[config.mk]
export PLATFORM = sky130hd
export DESIGN_NAME = effect_sample_sequencer
export DESIGN_NICKNAME = d
export VERILOG_FILES = /design/src/rtl/effect_sample_sequencer.sv
export SDC_FILE = /design/constraint.sdc
export NUM_CORES = 1
export LEC_CHECK = 0
export ABC_AREA = 0
export CAP_MARGIN = 20
export CORE_ASPECT_RATIO = 1.1
export CORE_MARGIN = 4
export CORE_UTILIZATION = 46
export DETAILED_ROUTE_END_ITERATION = 7
export MAX_ROUTING_LAYER = met4
export PLACE_DENSITY = 0.95
export SYNTH_ARGS = -nofsm -noshare
export SYNTH_HDL_FRONTEND = slang
export SYNTH_SLANG_ARGS = --single-unit
[constraint.sdc]
create_clock -name clk -period 12.65 [get_ports clk]
set_input_delay 1.265 -clock clk [delete_from_list [all_inputs] [get_ports clk]]
set_output_delay 1.265 -clock clk [all_outputs]
set_load 0.02 [all_outputs]
[src/rtl/effect_sample_sequencer.sv]
// effect_sample_sequencer: codec ADC -> effect stage -> DAC pair sequencer; EFFECT_SAMPLE_SEQ_COUNT_EN adds sample_count.
module effect_sample_sequencer #(
  parameter int unsigned PROC_LATENCY = 2,
  parameter int unsigned WR_TIMEOUT   = 1023
) (
  input  logic        clk,
  input  logic        reset,
  input  logic        read_ready,
  input  logic [31:0] left_channel_audio_in,
  input  logic [31:0] right_channel_audio_in,
  output logic        read,
  output logic [31:0] l_fx_in,
  output logic [31:0] r_fx_in,
  input  logic [31:0] l_fx_out,
  input  logic [31:0] r_fx_out,
  input  logic        write_ready,
  output logic [31:0] left_channel_audio_out,
  output logic [31:0] right_channel_audio_out,
  output logic        write,
  output logic        busy,
  output logic        drop
`ifdef EFFECT_SAMPLE_SEQ_COUNT_EN
  , output logic [31:0] sample_count
`endif
);
  typedef enum logic [1:0] {IDLE, READ, PROC, WRITE} state_t;
  state_t state_q, state_d;
  logic [3:0] lat_q, lat_d;
  logic [15:0] wait_q, wait_d;
  logic [31:0] l_in_q, l_in_d, r_in_q, r_in_d, l_out_q, l_out_d, r_out_q, r_out_d;
  always_ff @(posedge clk or posedge reset) begin
    if (reset) begin
      state_q <= IDLE;
      lat_q <= '0;
      wait_q <= '0;
      l_in_q <= '0;
      r_in_q <= '0;
      l_out_q <= '0;
      r_out_q <= '0;
    end else begin
      state_q <= state_d;
      lat_q <= lat_d;
      wait_q <= wait_d;
      l_in_q <= l_in_d;
      r_in_q <= r_in_d;
      l_out_q <= l_out_d;
      r_out_q <= r_out_d;
    end
  end
  always_comb begin
    state_d = state_q;
    lat_d = lat_q;
    wait_d = wait_q;
    l_in_d = l_in_q;
    r_in_d = r_in_q;
    l_out_d = l_out_q;
    r_out_d = r_out_q;
    read = 1'b0;
    write = 1'b0;
    drop = 1'b0;
    case (state_q)
      IDLE: state_d = read_ready ? READ : IDLE;
      READ: begin
        read = 1'b1;
        l_in_d = left_channel_audio_in;
        r_in_d = right_channel_audio_in;
        lat_d = 4'(PROC_LATENCY - 1);
        state_d = PROC;
      end
      PROC: begin
        lat_d = lat_q - 4'd1;
        if (lat_q == 4'd0) begin
          lat_d = '0;
          l_out_d = l_fx_out;
          r_out_d = r_fx_out;
          wait_d = '0;
          state_d = WRITE;
        end
      end
      WRITE: begin
        // a ready DAC on the timeout cycle still takes the pair
        write = write_ready;
        drop = !write_ready && wait_q == 16'(WR_TIMEOUT);
        wait_d = (write || drop) ? '0 : wait_q + 16'd1;
        state_d = (write || drop) ? IDLE : WRITE;
      end
      default: state_d = IDLE;
    endcase
  end
  assign busy = state_q != IDLE;
  assign l_fx_in = l_in_q;
  assign r_fx_in = r_in_q;
  assign left_channel_audio_out = l_out_q;
  assign right_channel_audio_out = r_out_q;
`ifdef EFFECT_SAMPLE_SEQ_COUNT_EN
  logic [31:0] count_q;
  always_ff @(posedge clk or posedge reset) begin
    if (reset) count_q <= '0;
    else count_q <= count_q + 32'(write);
  end
  assign sample_count = count_q;
`endif
endmodule

==> impl_metrics.toml <==
[routing]
viasPerCell = 5.203
drtIter0Drc = 339
drtPass1Iterations = 5
vias = 5151
drc = 0
wl_per_cell_um = 18.30
wirelength_um = 18120
ant_nets = 0

[floorplanning]
initial_core_util = 0.4699
die_h_um = 129.6
coreArea_um2 = 13160
io_pins = 264
dieArea_um2 = 15360
dieWidth_um = 118.5
rows = 44

[critical_path]
worstReg2RegStart = "state_q[0]$_DFFE_PP0P_"
start_kind = "primary input"
crit_chain = "clkdlybuf4s50_1 -> nand2b_1 -> nor2_1 -> clkdlybuf4s50_1"
crit_path_max_fanout = 4
reg2reg_slack_ns = 9.21
cpMostUsedCell = "clkdlybuf4s50_1"
worstPathArrival_ns = 2.63
rr_worst_depth = 6
crit_type = "in -> out"
critPathBufInv = 2
max_stage_delay_ns = 0.61
cp_slowest_cell = "clkdlybuf4s50_1"
required_ns = 11.39
r2r_end = "wait_q[10]$_DFFE_PP0P_"
path_delay_family = "buffers and inverters"
end_kind = "output pin"

[final_layout]
drive_above_1_share = 0.1318
layout_common_cells = "clkdlybuf4s50_1 (263), nand2_1 (201), dfrtp_1 (150), mux2_2 (64)"
fin_nets = 953
area_growth_pct = 53.09
finish.utilization = 0.7193
nFillCells = 847
final_common_cell = "clkdlybuf4s50_1"

[placement]
post-place-ws_ns = 8.748
place.gp.congestion = 0.8280
io_buffers = 263
place_hpwl_um = 13020

[min_path]
whs_endpoint = "left_channel_audio_out[21]$_DFFE_PP0P_"
min_from = "left_channel_audio_out[21]$_DFFE_PP0P_"
worstHoldPathType = "reg -> reg"
whs_path_depth = 2

[synthesis]
synth_seq_cells = 150
synth_area_um2 = 6182
yosys_warnings = 0
syn_nets = 695
avgSynthCellArea_um2 = 11.12
yosys.cell_types.count = 41
synth-main-ff-cell = "dfrtp_1"
post_synth_inst_count = 556
synthArstFlopShare = 1.000
synth-edff-count = 0
ys_seq_area_frac = 0.6072

[sta]
layout_min_cycle_time_ns = 3.898
rsz0062_at_grt = "no"
hold_viol_final = 0
max_freq_mhz = 256.6
fin_tns_setup_ns = 0
finalClockSkew_ns = 0.009006
setup_slack_ns = 8.752
slew_violations = 0
fin_crit_sh = 0.3081
slew_headroom = 0.3266
setup_viol = 0
tightest_slew_ns = 1.010

[clocking]
post_cts_resized = 0
cts_tree = "done"
cts-buffers-inserted = 17
hold_buffers = 0
clockBufferDepth = 2
cts_sinks = 150
htreeDepth = 4
clkLatencyLatePin_ns = 0.41
clockRootBuffer = "clkbuf_16"
postCtsSetupBuffers = 0
clk_pin_slew_ns = 0.06

[global_routing]
gr-total-overflow = 0
grt_pass1_vias = 5162
grt_pass1_wl_um = 27990
grt_max_degree = 96
antenna_found_initial = 2
grt_usage = 0.2396

[power]
p_leak_nw = 4.166
peakVddDrop_v = 0.0001426
power_density_nw_per_um2 = 265.2

[run_status]
status = "finished, final reports clean"

[flow_run]
drv_cap = 0
-- cell type report --
type,instances,area (um^2),share of cell area
inverter,10,42.54,0.004495
clock buffer,19,442.9,0.04680
clock inverter,13,105.1,0.01111
timing repair buffer,267,2663,0.2813
multi-input combinational,368,2251,0.2378
antenna,2,5.005,0.0005288
sequential,150,3754,0.3966
tap,161,201.4,0.02129
-- registers in the layout, indices dropped and copies added (netlist names) --
name and count:
l_fx_in 32, lat_q 4, left_channel_audio_out 32, r_fx_in 32
right_channel_audio_out 32, state_q 2, wait_q 16
-- where the power goes --
group / internal (mW) / switching, mW
clock: 0.275 / 0.197
combinational: 0.588 / 0.625
sequential: 0.701 / 0.124
total: 1.56 / 0.946
-- tightest hold or removal path, stage by stage, from the launching register on --
cell and delay, ns:
dfrtp_1 0.34, nand2_1 0.05, nand2_1 0.05
-- through the flow --
step                hold WS (ns)  total power, mW  area, um^2  std cells
floorplan                 0.4426            1.453        6182        556
global placement          0.4562            1.994        8904        955
detailed placement        0.4607            2.044        8904        955
CTS                       0.4757            2.528        9452        987
global route              0.4890            2.641        9464        990
finish                    0.4713            2.510        9464        990
-- synth_stat cells, drive strengths merged (6+ instances only) --
cell type	number	share of area
nand2	201	0.12
dfrtp	150	0.61
mux2	64	0.12
buf	21	0.019
a31oi	17	0.017
inv	10	0.0061
a21oi	9	0.0079
nand3b	9	0.011
nand4	9	0.012
o21ai	9	0.0073
clkbuf	7	0.0043
ha	7	0.014
nand3	6	0.0049
-- per-layer routing --
metal | up-vias | GRT usage | part of all wire
li1 | 2401 | - | -
met1 | 2509 | 0.2679 | 0.38
met2 | 205 | 0.4154 | 0.53
met3 | 36 | 0.05936 | 0.061
met4 | 0 | 0.09543 | 0.030
met5 | - | - | 0
-- logic make-up (layout without fill, tap and decap cells) --
kind of cell	Yosys count	count (layout)	synth area share
buffers and inverters	38	309	0.02915
muxes	67	67	0.1214
adders and majority gates	7	7	0.01417
AOI/OAI and AO/OA	46	46	0.04776
other	0	2	0
DFF	150	150	0.6072
and+or+nand+nor	248	248	0.1803
-- how the worst max path moves through the flow --
stage | cells past startpoint | endpoint | startpoint
final | 4 | drop | write_ready
after global routing | 4 | drop | write_ready
after CTS | 4 | drop | write_ready
after detailed placement | 4 | drop | write_ready
after global placement | 4 | drop | write_ready
after floorplan | 1 | l_fx_in[0]$_DFFE_PP0P_ | reset
No activity file was read; power rests on OpenSTA's default activity.
